**src/rtl/jb_rf_pa_switch_seq_if.sv**
```systemverilog
// Control/GPIO bundle between the register file (master) and the PA/antenna-switch sequencer (slave).
interface jb_rf_pa_switch_seq_if #(
  parameter int N_PA  = 6,
  parameter int DLY_W = 16
);
  logic             tx_req;
  logic [DLY_W-1:0] ant_switch_delay;
  logic [N_PA-1:0]  pa_chan_mask;
  logic             pa_switch_override;
  logic [N_PA-1:0]  pa_override_en_n;
  logic [N_PA-1:0]  pa_override_n;
  logic             err_clr;
  logic [N_PA-1:0]  pa_switch_en_n;
  logic [N_PA-1:0]  pa_switch_n;
  logic             tx_active;
  logic             busy;
  logic             seq_err;

  modport master (
    output tx_req, ant_switch_delay, pa_chan_mask, pa_switch_override,
           pa_override_en_n, pa_override_n, err_clr,
    input  pa_switch_en_n, pa_switch_n, tx_active, busy, seq_err
  );

  modport slave (
    input  tx_req, ant_switch_delay, pa_chan_mask, pa_switch_override,
           pa_override_en_n, pa_override_n, err_clr,
    output pa_switch_en_n, pa_switch_n, tx_active, busy, seq_err
  );
endinterface

```
**src/rtl/jb_rf_pa_switch_seq.sv**
```systemverilog
// Break-before-make PA/antenna-switch sequencer with register override.
// Optional sticky sequencing-error flag enabled by defining JB_PA_SEQ_ERR_EN.
module jb_rf_pa_switch_seq #(
  parameter int N_PA  = 6,
  parameter int DLY_W = 16
) (
  input logic                 clk,
  input logic                 rst,
  jb_rf_pa_switch_seq_if.slave bus
);

  typedef enum logic [1:0] {
    ST_RX       = 2'd0,
    ST_SW_TO_TX = 2'd1,
    ST_TX       = 2'd2,
    ST_PA_TO_RX = 2'd3
  } state_t;

  state_t           state_reg;
  logic [DLY_W-1:0] cnt_reg;
  logic [N_PA-1:0]  en_n_reg;
  logic [N_PA-1:0]  sw_n_reg;
  logic             tx_active_reg;
  logic             busy_reg;

  // Outputs are a registered function of the current state; status flags track the next state.
  always_ff @(posedge clk) begin
    if (rst) begin
      state_reg     <= ST_RX;
      cnt_reg       <= '0;
      en_n_reg      <= '1;
      sw_n_reg      <= '1;
      tx_active_reg <= 1'b0;
      busy_reg      <= 1'b0;
    end else if (bus.pa_switch_override) begin
      state_reg     <= ST_RX;
      cnt_reg       <= '0;
      en_n_reg      <= bus.pa_override_en_n;
      sw_n_reg      <= bus.pa_override_n;
      tx_active_reg <= 1'b0;
      busy_reg      <= 1'b0;
    end else begin
      case (state_reg)
        ST_RX: begin
          en_n_reg      <= '1;
          sw_n_reg      <= '1;
          tx_active_reg <= 1'b0;
          if (bus.tx_req) begin
            state_reg <= ST_SW_TO_TX;
            cnt_reg   <= bus.ant_switch_delay;
            busy_reg  <= 1'b1;
          end else begin
            busy_reg  <= 1'b0;
          end
        end
        ST_SW_TO_TX: begin
          en_n_reg <= '1;
          sw_n_reg <= ~bus.pa_chan_mask;
          if (!bus.tx_req) begin
            // PA never enabled, so the switch can return immediately.
            state_reg     <= ST_RX;
            busy_reg      <= 1'b0;
            tx_active_reg <= 1'b0;
          end else if (cnt_reg == '0) begin
            state_reg     <= ST_TX;
            busy_reg      <= 1'b0;
            tx_active_reg <= 1'b1;
          end else begin
            cnt_reg       <= cnt_reg - DLY_W'(1);
            busy_reg      <= 1'b1;
            tx_active_reg <= 1'b0;
          end
        end
        ST_TX: begin
          en_n_reg <= ~bus.pa_chan_mask;
          sw_n_reg <= ~bus.pa_chan_mask;
          if (!bus.tx_req) begin
            state_reg     <= ST_PA_TO_RX;
            cnt_reg       <= bus.ant_switch_delay;
            busy_reg      <= 1'b1;
            tx_active_reg <= 1'b0;
          end else begin
            busy_reg      <= 1'b0;
            tx_active_reg <= 1'b1;
          end
        end
        default: begin
          // PA_TO_RX: tx_req is deliberately ignored until the switch is home.
          en_n_reg      <= '1;
          sw_n_reg      <= ~bus.pa_chan_mask;
          tx_active_reg <= 1'b0;
          if (cnt_reg == '0) begin
            state_reg <= ST_RX;
            busy_reg  <= 1'b0;
          end else begin
            cnt_reg   <= cnt_reg - DLY_W'(1);
            busy_reg  <= 1'b1;
          end
        end
      endcase
    end
  end

  assign bus.pa_switch_en_n = en_n_reg;
  assign bus.pa_switch_n    = sw_n_reg;
  assign bus.tx_active      = tx_active_reg;
  assign bus.busy           = busy_reg;

`ifdef JB_PA_SEQ_ERR_EN
  logic seq_err_reg;
  logic err_set;

  // Late TX request during PA_TO_RX, or override yanking an active transmit.
  assign err_set = ((state_reg == ST_PA_TO_RX) && bus.tx_req) ||
                   ((state_reg == ST_TX) && bus.pa_switch_override);

  always_ff @(posedge clk) begin
    if (rst) begin
      seq_err_reg <= 1'b0;
    end else if (err_set) begin
      seq_err_reg <= 1'b1;
    end else if (bus.err_clr) begin
      seq_err_reg <= 1'b0;
    end
  end

  assign bus.seq_err = seq_err_reg;
`else
  logic unused_err_clr;
  assign unused_err_clr = bus.err_clr;
  assign bus.seq_err    = 1'b0;
`endif

endmodule

```
**src/flat_wrapper.sv**
```systemverilog
// flat-port wrapper written by rule: the top's interface ports become plain ports
module jb_rf_pa_switch_seq_flat 
#(
  parameter int N_PA  = 6,
  parameter int DLY_W = 16
)
  (clk, rst, bus_tx_req, bus_ant_switch_delay, bus_pa_chan_mask, bus_pa_switch_override, bus_pa_override_en_n, bus_pa_override_n, bus_err_clr, bus_pa_switch_en_n, bus_pa_switch_n, bus_tx_active, bus_busy, bus_seq_err);
  jb_rf_pa_switch_seq_if #(.N_PA(N_PA), .DLY_W(DLY_W)) bus_i ();
  input logic clk;
  input logic rst;
  input wire logic [$bits(bus_i.tx_req)-1:0] bus_tx_req;
  input wire logic [$bits(bus_i.ant_switch_delay)-1:0] bus_ant_switch_delay;
  input wire logic [$bits(bus_i.pa_chan_mask)-1:0] bus_pa_chan_mask;
  input wire logic [$bits(bus_i.pa_switch_override)-1:0] bus_pa_switch_override;
  input wire logic [$bits(bus_i.pa_override_en_n)-1:0] bus_pa_override_en_n;
  input wire logic [$bits(bus_i.pa_override_n)-1:0] bus_pa_override_n;
  input wire logic [$bits(bus_i.err_clr)-1:0] bus_err_clr;
  output wire logic [$bits(bus_i.pa_switch_en_n)-1:0] bus_pa_switch_en_n;
  output wire logic [$bits(bus_i.pa_switch_n)-1:0] bus_pa_switch_n;
  output wire logic [$bits(bus_i.tx_active)-1:0] bus_tx_active;
  output wire logic [$bits(bus_i.busy)-1:0] bus_busy;
  output wire logic [$bits(bus_i.seq_err)-1:0] bus_seq_err;
  assign bus_i.tx_req = bus_tx_req;
  assign bus_i.ant_switch_delay = bus_ant_switch_delay;
  assign bus_i.pa_chan_mask = bus_pa_chan_mask;
  assign bus_i.pa_switch_override = bus_pa_switch_override;
  assign bus_i.pa_override_en_n = bus_pa_override_en_n;
  assign bus_i.pa_override_n = bus_pa_override_n;
  assign bus_i.err_clr = bus_err_clr;
  assign bus_pa_switch_en_n = bus_i.pa_switch_en_n;
  assign bus_pa_switch_n = bus_i.pa_switch_n;
  assign bus_tx_active = bus_i.tx_active;
  assign bus_busy = bus_i.busy;
  assign bus_seq_err = bus_i.seq_err;
  jb_rf_pa_switch_seq #(.N_PA(N_PA), .DLY_W(DLY_W)) u_core (.clk(clk), .rst(rst), .bus(bus_i));
endmodule
```
**config.mk**
```make
export PLATFORM = sky130hd
export DESIGN_NAME = jb_rf_pa_switch_seq_flat
export DESIGN_NICKNAME = d
export VERILOG_FILES = /design/src/rtl/jb_rf_pa_switch_seq_if.sv /design/src/rtl/jb_rf_pa_switch_seq.sv /design/src/flat_wrapper.sv
export SDC_FILE = /design/constraint.sdc
export NUM_CORES = 1
export LEC_CHECK = 0
export BUFFER_PORTS_ARGS = -buffer_cell sky130_fd_sc_hd__buf_2
export CAP_MARGIN = 20
export CORE_MARGIN = 2
export CORE_UTILIZATION = 45
export DETAILED_ROUTE_END_ITERATION = 10
export PLACE_DENSITY = 0.73
export SLEW_MARGIN = 40
export SYNTH_ARGS = -nofsm -noshare
export SYNTH_HDL_FRONTEND = slang
export SYNTH_SLANG_ARGS = --single-unit
```
**constraint.sdc**
```tcl
create_clock -name clk -period 2.19 [get_ports clk]
set_input_delay 0.219 -clock clk [delete_from_list [all_inputs] [get_ports clk]]
set_output_delay 0.219 -clock clk [all_outputs]
set_load 0.01 [all_outputs]
```
## Word level (Yosys, flattened, before mapping)

Index checks and enable logic that the tools add are counted.

- Register bits: 32

- $add $sub $neg: 1
- Equality and inequality tests: 6
- Multiplexer cells: 23
- Bitwise logic cells: 1
- Reductions and logical operators: 6

Operators by type and width:

| kind | number |
|---|---|
| $mux 16 | 4 |
| $pmux 16 s3 | 1 |
| $mux 6 | 4 |
| $logic_not 16->1 | 1 |
| $sub 16x1->16 const B | 1 |
| $mux 2 | 5 |
| $mux 1 | 6 |
| $ne 2x2->1 const B | 3 |
| $not 6->6 | 1 |
| $pmux 2 s3 | 1 |
| $reduce_and 4->1 | 1 |
| $reduce_bool 4->1 | 1 |
| $ne 3x2->1 const B | 1 |
| $pmux 1 s3 | 1 |
| $reduce_and 3->1 | 1 |
| $eq 2x1->1 const B | 1 |
| $eq 2x2->1 const B | 1 |
| $logic_not 2->1 | 1 |
| $pmux 1 s2 | 1 |
| $reduce_or 2->1 | 1 |

## Longest topological paths before layout

Gate-level depths: netlist of the first run.

- Depth in word-level cells: 4
- Mapped depth: 10
- Depth with buffers taken out: 7

## Worst setup path after synthesis of the first run

OpenSTA, ideal clock, no wires.

- Kind: register to register
- Start point: reg u_core.cnt_reg[0]
- End point: reg u_core.busy_reg (netlist: u_core.bus.busy)
- Arrival: 2.181 ns
- Required time: 2.062 ns
- Slack: -0.118 ns
- Cell stages (with the launch flop): 9
- Path buffers: 1
- Period minus slack after synthesis: 2.308 ns
- Cell sequence: dfxtp_1 -> inv_1 -> ha_1 -> or4b_2 -> or4_4 -> buf_2 -> a22o_1 -> a221oi_2 -> nor2_1

- Longest elaborated chain between the ends: 4

Ends and longest elaborated chain:

| element | line | source |
|---|---|---|
| start, declared | jb_rf_pa_switch_seq.sv:20 | `logic [DLY_W-1:0] cnt_reg;` |
| start signal, assigned | jb_rf_pa_switch_seq.sv:50 | `cnt_reg <= bus.ant_switch_delay;` |
| start signal, assigned | jb_rf_pa_switch_seq.sv:69 | `cnt_reg <= cnt_reg - DLY_W'(1);` |
| start signal, assigned | jb_rf_pa_switch_seq.sv:79 | `cnt_reg <= bus.ant_switch_delay;` |
| $logic_not 16->1 (*) | jb_rf_pa_switch_seq.sv:64, jb_rf_pa_switch_seq.sv:92 |  |
| $mux 1 (*) | jb_rf_pa_switch_seq.sv:64, jb_rf_pa_switch_seq.sv:92 |  |
| $mux 1 | jb_rf_pa_switch_seq.sv:59 | `if (!bus.tx_req) begin` |
| $pmux 1 s3 (*) | jb_rf_pa_switch_seq.sv:43 | `case (state_reg)` |
| end signal, assigned | jb_rf_pa_switch_seq.sv:62 | `busy_reg <= 1'b0;` |
| end signal, assigned | jb_rf_pa_switch_seq.sv:66 | `busy_reg <= 1'b0;` |
| end signal, assigned | jb_rf_pa_switch_seq.sv:94 | `busy_reg <= 1'b0;` |
| end, declared | jb_rf_pa_switch_seq.sv:24 | `logic busy_reg;` |

Mark *: on every way between the ends. The rest lies on a longest branch, timed or not.
A chain may end at the register's enable or synchronous reset.

## Worst setup path in the final report of the first run

- Start point: reg u_core.cnt_reg[8]
- End point: reg u_core.cnt_reg[14]

- Longest elaborated chain between the ends: 4
- Elaborated cells on any way between the ends: 5

Ends and longest elaborated chain:

| element | line |
|---|---|
| $sub 16x1->16 / $logic_not 16->1 (equally long branches) | n/a |
| $mux 16 (*) | jb_rf_pa_switch_seq.sv:64, jb_rf_pa_switch_seq.sv:92 |
| $mux 16 | jb_rf_pa_switch_seq.sv:59 |
| $pmux 16 s3 (*) | jb_rf_pa_switch_seq.sv:43 |

Mark *: on every way between the ends. The rest lies on a longest branch, timed or not. The select of a mux whose other input is x is not followed.

==> reports/results.txt, run 1 <==
sequential cell area fraction in the yosys report = 0.339
CTS tree = done
Via Count = 1976
startpoint types = flip-flop
asr flop ratio synth = 0
Crit Path Max Fanout = 6
Post-synth EDFFs = 0
Largest register FFs = 16
P&R area growth vs syn = 35.5%
max incr delay on CP = 0.59 ns
Inserted Clock Buffers = 5
peak supply drop = 0.453 mV
Max Clock Skew = 0.00494 ns
clock latency on the worst-skew pair = 0.28 ns
Synth Net Count = 287
average size of a mapped cell = 7.80 µm²
Top FF cell, synth = dfxtp_1
met1 wire length = 2390 µm
Crit Path Class = reg2reg
H-tree depth = 2
Initial Utilization = 0.469
number of hold buffers added after CTS = 0
Period minus WS final = 2.23 ns
Ys Warns = 0
number of global-route vias before repair = 1858
met3 wire length = 226 µm
Yosys cell types = 47
Antenna Nets Post-Route = 0
final hold violations = 0
DRT Pass-1 Iters = 4
CTS Root Cell = clkbuf_8
full die area = 4730 µm²
post-route clock period utilization = 1.02
Max Cap Viol = 0
Seq cells post-synth = 32
Worst Setup End Kind = flip-flop
Core Util, Final = 0.635
num rows = 23
Layout Cells excl Fill = 365
DRC = 0
Routed WL = 5240 µm
largest net degree at the start of global routing = 18
dpl ws = -0.0743 ns
TNS Setup = -0.0720 ns
clk slew on worst S/H paths = 0.07 ns
RSZ-0062 raised after global routing = true
routability cong. = 0.859
PortBufs = 51
worst path cell trace = or4_4 -> or4_4 -> o21ai_4 -> buf_12 -> a211oi_1 -> a31o_2
Final Setup Violations = 3
Clock Path Buffers = 2
die height = 68.8 µm
Clock Sinks = 32
min setup slack post-route = -0.0380 ns
antenna cells = 0
worst min-delay path class = in2reg
Most common cell on crit path = or4_4
WL/cell = 14.4 µm
commonest non-fill, non-tap cell in the layout = buf_2
Cell Area, Synth = 1890 µm²
met2 WL = 2580 µm
GRT Total Usage = 0.225
Cells after Synth = 242
top routing layer in use = met4
Leak = 1.11 nW
global-route wire length before repair = 8070 µm
Cell Pwr Density = 753 nW/µm²
upper clock frequency limit = 0.449 GHz
HPWL after DPL = 3680 µm
Slew Limit Fails = 0
Final #Nets = 359
most frequent cells in the layout = buf_2, dfxtp_1, a21oi_1, buf_4, nor2_1
core area = 4030 µm²
worst path arrival time = 2.40 ns
initial antenna violation count = 0
Worst EP required = 2.36 ns
failing checks = setup timing
layout cells sized above 1 = 0.394
Vias/cell = 5.41
Die Width = 68.8 µm
slowest cell on the critical path = or4_4
DR iter-0 viols = 77
outcome = finished, violations left
WHS = 0.164 ns
# IOs = 54
grt ovf = 0
dpl cells = 354
[report_power, final]
part           leakage [nW]  total (W)  switching, W  internal [W]
clock network        0.0552   0.000559      0.000221      0.000338
logic                 0.791   0.000728      0.000392      0.000336
registers             0.263   0.000639     0.0000192      0.000620
[kinds of logic after synthesis]
| kind of cell | Yosys count | share of synthesized area |
|---|---|---|
| AND/OR/NAND/NOR | 93 | 0.262 |
| buffers and inverters | 26 | 0.0603 |
| multiplexers | 3 | 0.0166 |
| flip-flops | 32 | 0.339 |
| other | 1 | 0.00199 |
| adder cells (fa/ha/maj) | 6 | 0.0398 |
| AO/OA/AOI/OAI | 81 | 0.280 |
[metal layers]
layer	global-route usage	vias to the layer above
met1	0.283	910
met5	0	-
met4	0.0711	0
met2	0.373	51
met3	0.0601	4
li1	-	1011
[worst paths after layout]
check	from	end	slack (ns)	cells after the start
max	u_core.cnt_reg[8]	u_core.cnt_reg[14]	-0.04	6
min	bus_pa_override_en_n[4]	u_core.bus.pa_switch_en_n[4]	0.16	3
max reg2reg	u_core.cnt_reg[8]	u_core.cnt_reg[14]	-0.04	6
min reg2reg	u_core.cnt_reg[14]	u_core.cnt_reg[14]	0.49	1
[stage by stage]
step	cell area, µm²	total power [W]
after CTS	2480	0.00187
final	2560	0.00193
after global placement	2360	0.00129
after floorplan	1910	0.00108
after detailed placement	2360	0.00130
after global routing	2560	0.00204
[critical path, delay by kind of cell, from the launching register on]
kind / cells / cell delay (ns)
buf+inv: 1 / 0.15
compound gates: 3 / 0.51
simple gates: 2 / 1.13
flops: 1 / 0.32
[area by class of cell]
| type | instances | area (µm²) |
|---|---|---|
| clock inverter | 2 | 35.0 |
| timing repair buffer | 82 | 522 |
| tap | 50 | 62.6 |
| inverter | 9 | 33.8 |
| fill | 376 | 1470 |
| clock buffer | 6 | 72.6 |
| sequential | 32 | 643 |
| multi-input combinational | 184 | 1190 |
[what timing repair did]
item                       4_1_cts  5_1_grt
pin swaps                        0        9
setup endpoints to repair        8       14
gates cloned                     0        1
resized for setup                2       15
setup buffers                    1        1
[synth_stat cells (all sizes together) (2+ instances only)]
| master | n | area (µm²) |
|---|---|---|
| nand2b | 2 | 12.5 |
| or4 | 5 | 45.0 |
| nor3b | 2 | 15.0 |
| ha | 6 | 75.1 |
| a211oi | 5 | 37.5 |
| a21oi | 28 | 140 |
| o31ai | 3 | 22.5 |
| nor2b | 12 | 75.1 |
| a221oi | 4 | 53.8 |
| dfxtp | 32 | 641 |
| mux2i | 2 | 20.0 |
| a31o | 4 | 35.0 |
| or2 | 12 | 75.1 |
| nand2 | 19 | 71.3 |
| nor4 | 3 | 18.8 |
| o211ai | 3 | 22.5 |
| clkbuf | 13 | 48.8 |
| a22oi | 2 | 15.0 |
| o41ai | 2 | 17.5 |
| buf | 4 | 31.3 |
| a21o | 3 | 22.5 |
| nor3 | 6 | 30.0 |
| or3 | 2 | 12.5 |
| inv | 9 | 33.8 |
| o21ai | 18 | 90.1 |
| nor2 | 20 | 75.1 |
| nand3 | 6 | 30.0 |
Note: power is estimated with default switching activity, not from simulation.
==> run 2, diff against run 1 <==
--- a/config.mk
+++ b/config.mk
@@ -5,12 +5,14 @@
 export SDC_FILE = /design/constraint.sdc
 export NUM_CORES = 1
 export LEC_CHECK = 0
+export ABC_CLOCK_PERIOD_IN_PS = 2190
 export BUFFER_PORTS_ARGS = -buffer_cell sky130_fd_sc_hd__buf_2
 export CAP_MARGIN = 20
 export CORE_MARGIN = 2
-export CORE_UTILIZATION = 45
+export CORE_UTILIZATION = 40
 export DETAILED_ROUTE_END_ITERATION = 10
-export PLACE_DENSITY = 0.73
+export GPL_ROUTABILITY_DRIVEN = 0
+export PLACE_DENSITY = 0.67
 export SLEW_MARGIN = 40
 export SYNTH_ARGS = -nofsm -noshare
 export SYNTH_HDL_FRONTEND = slang
==> run 2 against run 1 <==
Compared with the run above: the flow still finishes with violations (setup timing); wire length is 3.1% lower; design area decreased by 0.83%; sequential power about the same; critical path depth unchanged; power decreased by 4.2%; sequential share of layout area rose by 0.26 points; register-to-register slack better by 0.04 ns; core utilization shrank 6.4 points; cell count is 0.27% higher; combinational power rose by 3.2%; via count is 1.9% higher; critical path type unchanged; critical endpoint is now u_core.bus.busy.
==> reports/results.txt, run 2 (synthesis gave the netlist of run 1 again) <==
max incr delay on CP = 0.60 ns
Most common cell on crit path = or4_4
Vias/cell = 5.50
Clock Sinks = 32
Cell Pwr Density = 727 nW/µm²
Leak = 1.10 nW
Largest register FFs = 16
number of global-route vias before repair = 1831
Crit Path Max Fanout = 5
Final #Nets = 358
number of hold buffers added after CTS = 0
die height = 72.7 µm
slowest cell on the critical path = or4_4
Die Width = 72.7 µm
area of the multi-input gates = 1190 µm²
PortBufs = 51
Via Count = 2013
full die area = 5290 µm²
Final Setup Violations = 1
post-route clock period utilization = 1.00
WL/cell = 13.9 µm
DR iter-0 viols = 111
Routed WL = 5080 µm
Hold Path End = u_core.bus.pa_switch_en_n[4]
CTS Root Cell = clkbuf_8
Clock Path Buffers = 2
commonest non-fill, non-tap cell in the layout = buf_2
core area = 4440 µm²
DRT Pass-1 Iters = 4
DRC = 0
clk slew on worst S/H paths = 0.07 ns
Period minus WS final = 2.19 ns
HPWL after DPL = 3630 µm
worst min-delay path class = in2reg
dpl cells = 355
Crit Path Class = reg2reg
antenna cells = 0
worst r2r src = u_core.cnt_reg[7]
Sequential Area = 644 µm²
hold depth = 3
worst r2r dst = u_core.bus.busy
outcome = finished, violations left
upper clock frequency limit = 0.456 GHz
H-tree depth = 2
Worst Min Path Start = bus_pa_override_en_n[4]
worst path cell trace = or4_4 -> or4_4 -> buf_8 -> a22o_1 -> a221oi_2 -> nor2_1
TNS Setup = -0.00145 ns
GRT Total Usage = 0.191
Initial Utilization = 0.425
Max Cap Viol = 0
Max Clock Skew = 0.00953 ns
R2R Setup Slk = -0.001 ns
failing checks = setup timing
# IOs = 54
min setup slack post-route = -0.00145 ns
clock latency on the worst-skew pair = 0.29 ns
peak supply drop = 0.320 mV
global-route wire length before repair = 8020 µm
RSZ-0062 raised after global routing = true
largest net degree at the start of global routing = 21
num rows = 24
CTS tree = done
worst path arrival time = 2.35 ns
Antenna Nets Post-Route = 0
P&R area growth vs syn = 34.4%
initial antenna violation count = 0
Worst Setup End Kind = flip-flop
grt ovf = 0
Layout Cells excl Fill = 366
Inserted Clock Buffers = 5
worst reg-to-reg path cell count = 6
startpoint types = flip-flop
Slew Limit Fails = 0
fillers = 422
most frequent cells in the layout = buf_2, dfxtp_1, a21oi_1, buf_4, nor2_1
WHS = 0.162 ns
Worst EP required = 2.35 ns
final hold violations = 0
layout cells sized above 1 = 0.398
[run 2: final cells by class]
cell class	count	area share
Clock buffer	5	0.0271
Multi-Input combinational cell	184	0.468
Clock inverter	3	0.00740
Tap cell	52	0.0256
Inverter	9	0.0133
Sequential cell	32	0.254
Timing Repair Buffer	81	0.204
[run 2: through the flow]
step                      worst slack (ns)  cell area [µm²]  power [W]  utilization
after global placement             -0.0476             2350    0.00129        0.530
after detailed placement           -0.0837             2350    0.00129        0.530
after global routing               -0.0696             2540    0.00195        0.571
after floorplan                     0.0246             1910    0.00108            -
final                             -0.00145             2540    0.00185        0.571
after CTS                          -0.0229             2450    0.00175        0.550
[run 2: metal layers]
metal / GRT usage / share of wire / wire length (µm) / up-vias
met1: 0.253 / 0.46 / 2320 / 933
met4: 0.0720 / 0.022 / 110 / 0
met5: 0 / 0 / 0 / -
li1: - / - / - / 1010
met2: 0.310 / 0.47 / 2410 / 56
met3: 0.0331 / 0.047 / 237 / 14
[run 2: worst max path at each step]
stage | startpoint | end | slack, ns
detailed placement | u_core.cnt_reg[1] | u_core.cnt_reg[4] | -0.08
global route | u_core.cnt_reg[0] | u_core.state_reg[1] | -0.07
floorplan | u_core.cnt_reg[7] | u_core.cnt_reg[13] | 0.02
CTS | u_core.cnt_reg[1] | u_core.bus.busy | -0.02
finish | u_core.cnt_reg[7] | u_core.bus.busy | -0.001
global placement | u_core.cnt_reg[1] | u_core.cnt_reg[6] | -0.05
[run 2: timing repair]
action / in CTS / in global routing
gates cloned: 0 / 1
buffers inserted: 0 / 2
endpoints found under the setup margin: 9 / 12
gates resized for setup: 3 / 12
pin swaps: 0 / 3
[run 2: power breakdown]
| part | total [W] | switching (W) | leakage (nW) | internal [W] |
|---|---|---|---|---|
| Combinational | 0.000751 | 0.000394 | 0.786 | 0.000357 |
| Clock | 0.000454 | 0.000233 | 0.0479 | 0.000221 |
| Sequential | 0.000640 | 0.0000201 | 0.263 | 0.000620 |
| Total | 0.00185 | 0.000647 | 1.10 | 0.00120 |
[run 2: critical path, delay by kind of cell, from the launching register on]
family                 cells  cell delay, ns
and+or+nand+nor            3            1.18
AOI/OAI and AO/OA          2            0.39
DFF                        1            0.32
buffers and inverters      1            0.16
==> run 3, diff against run 2 <==
--- a/config.mk
+++ b/config.mk
@@ -8,11 +8,13 @@
 export ABC_CLOCK_PERIOD_IN_PS = 2190
 export BUFFER_PORTS_ARGS = -buffer_cell sky130_fd_sc_hd__buf_2
 export CAP_MARGIN = 20
+export CELL_PAD_IN_SITES_DETAIL_PLACEMENT = 0
+export CELL_PAD_IN_SITES_GLOBAL_PLACEMENT = 1
 export CORE_MARGIN = 2
-export CORE_UTILIZATION = 40
+export CORE_UTILIZATION = 33
 export DETAILED_ROUTE_END_ITERATION = 10
 export GPL_ROUTABILITY_DRIVEN = 0
-export PLACE_DENSITY = 0.67
+export PLACE_DENSITY_LB_ADDON = 0.1
 export SLEW_MARGIN = 40
 export SYNTH_ARGS = -nofsm -noshare
 export SYNTH_HDL_FRONTEND = slang
==> run 3 against run 2 <==
Compared with the run above: the flow still finishes with violations (setup timing); clock skew down 0.0048 ns; first-iteration DRC count shrank 24%; clock-buffer cell count grew 2; wire length increased by 4.2%; sequential power hardly changed; critical path type unchanged.
==> reports/results.txt, run 3 (synthesis gave the netlist of run 1 again) <==
CTS Root Cell = clkbuf_8
commonest non-fill, non-tap cell in the layout = buf_2
clock network power share = 0.312
die height = 79.6 µm
Leak = 1.14 nW
register share of total power = 0.314
Crit Path Max Fanout = 8
DRT Pass-1 Iters = 4
Clock Sinks = 32
Buf/Inv on CP = 1
cell family with most CP delay = simple AND/OR/NAND/NOR gates
WHS = 0.159 ns
area of the multi-input gates = 1210 µm²
Most common cell on crit path = or4_4
slowest cell on the critical path = or4_4
Clock Path Buffers = 2
Vias/cell = 5.04
Period minus WS final = 2.19 ns
outcome = finished, violations left
layout cells sized above 1 = 0.417
max incr delay on CP = 0.59 ns
grt ovf = 0
worst min-delay path class = in2reg
P&R area growth vs syn = 40.4%
Routed WL = 5300 µm
final hold violations = 0
# IOs = 54
P_int = 0.00138 W
HPWL after DPL = 3980 µm
post-route clock period utilization = 1.00
Via Count = 1969
Cell Pwr Density = 768 nW/µm²
most frequent cells in the layout = buf_2, buf_4, dfxtp_1
Crit Path Class = reg2reg
global-route wire length before repair = 8830 µm
Combinational Power Share = 0.374
Largest register FFs = 16
Max Clock Skew = 0.00471 ns
Worst Setup End Kind = flip-flop
Layout Cells excl Fill = 391
Slew Limit Fails = 0
WL/cell = 13.5 µm
H-tree depth = 2
DR iter-0 viols = 84
failing checks = setup timing
Final #Nets = 363
num rows = 27
min setup slack post-route = -0.00196 ns
Die Width = 79.6 µm
Max Cap Viol = 0
largest net degree at the start of global routing = 18
antenna cells = 0
dpl cells = 381
Inserted Clock Buffers = 5
Sequential Area = 644 µm²
core area = 5510 µm²
switching share of power = 0.321
initial antenna violation count = 0
clk slew on worst S/H paths = 0.07 ns
clock latency on the worst-skew pair = 0.28 ns
RSZ-0062 raised after global routing = true
startpoint types = flip-flop
Antenna Nets Post-Route = 0
upper clock frequency limit = 0.456 GHz
worst path cell trace = or4_4 -> or4_4 -> buf_6 -> a22o_1 -> a221oi_2 -> nor2_1
Initial Utilization = 0.343
Final Setup Violations = 1
GRT Total Usage = 0.179
worst path arrival time = 2.36 ns
peak supply drop = 0.300 mV
fillers = 602
PortBufs = 51
full die area = 6340 µm²
Worst EP required = 2.36 ns
number of global-route vias before repair = 1883
DRC = 0
CTS tree = done
switching power = 0.000654 W
-- run 3: changes by cell type in the layout (fill, tap and decap cells not counted), moves of 2 or more --
cell      previous run  this run
buf_4               27        29
buf_6                0         5
clkbuf_8             5         7
clkinv_2             2         0
nor2_1              20        18
nor2_2               0         2
o21ai_0             16        14
-- run 3: worst reg2reg max path, cell delays in order (launching register included) --
cell and delay, ns:
dfxtp_2 0.33, or4_4 0.54, or4_4 0.60, buf_6 0.16, a22o_1 0.19, a221oi_2 0.20, nor2_1 0.06
-- run 3: area by class of cell --
cell class | instances | share of cell area
multi-input cells | 184 | 0.455
flip-flops and latches | 32 | 0.243
repair buffers | 86 | 0.207
clock buffers | 7 | 0.0364
well taps | 72 | 0.0340
inverters | 9 | 0.0127
clock inverters | 1 | 0.0113
-- run 3: final timing paths --
kind	from	to	slack, ns	depth (start not counted)
worst min register to register	u_core.cnt_reg[14]	u_core.cnt_reg[14]	0.48	1
worst min-delay path	bus_pa_override_en_n[4]	u_core.bus.pa_switch_en_n[4]	0.16	3
worst max register to register	u_core.cnt_reg[7]	u_core.bus.busy	-0.002	6
worst max-delay path	u_core.cnt_reg[7]	u_core.bus.busy	-0.002	6
-- run 3: layer usage --
layer | track usage | share of wire | vias to the layer above
met5 | 0 | 0 | -
met4 | 0.0466 | 0.0030 | 0
met3 | 0.0464 | 0.048 | 2
met2 | 0.297 | 0.48 | 42
met1 | 0.229 | 0.47 | 902
li1 | - | - | 1023
-- run 3: through the flow --
| stage | TNS, ns | setup WS [ns] | power, W | instance area (µm²) | utilization |
|---|---|---|---|---|---|
| global placement | -0.0110 | -0.0110 | 0.00135 | 2420 | 0.440 |
| finish | -0.00196 | -0.00196 | 0.00204 | 2650 | 0.481 |
| floorplan | 0 | 0.0246 | 0.00108 | 1910 | - |
| detailed placement | -0.0671 | -0.0474 | 0.00134 | 2420 | 0.440 |
| global route | -0.284 | -0.0825 | 0.00217 | 2650 | 0.481 |
| CTS | -0.00997 | -0.00564 | 0.00201 | 2580 | 0.468 |
-- run 3: power groups by stage --
stage | clock (W) | sequential [W] | combinational, W
floorplan | 0 | 0.000663 | 0.000419
global placement | 0 | 0.000651 | 0.000695
detailed placement | 0 | 0.000651 | 0.000693
CTS | 0.000660 | 0.000639 | 0.000714
global route | 0.000681 | 0.000644 | 0.000840
finish | 0.000635 | 0.000640 | 0.000761
-- run 3: repair_timing --
action,in CTS,in global routing
setup endpoints to repair,11,15
resized for setup,8,15
pin swaps,0,7
hold buffers,0,0
buffers inserted,0,2
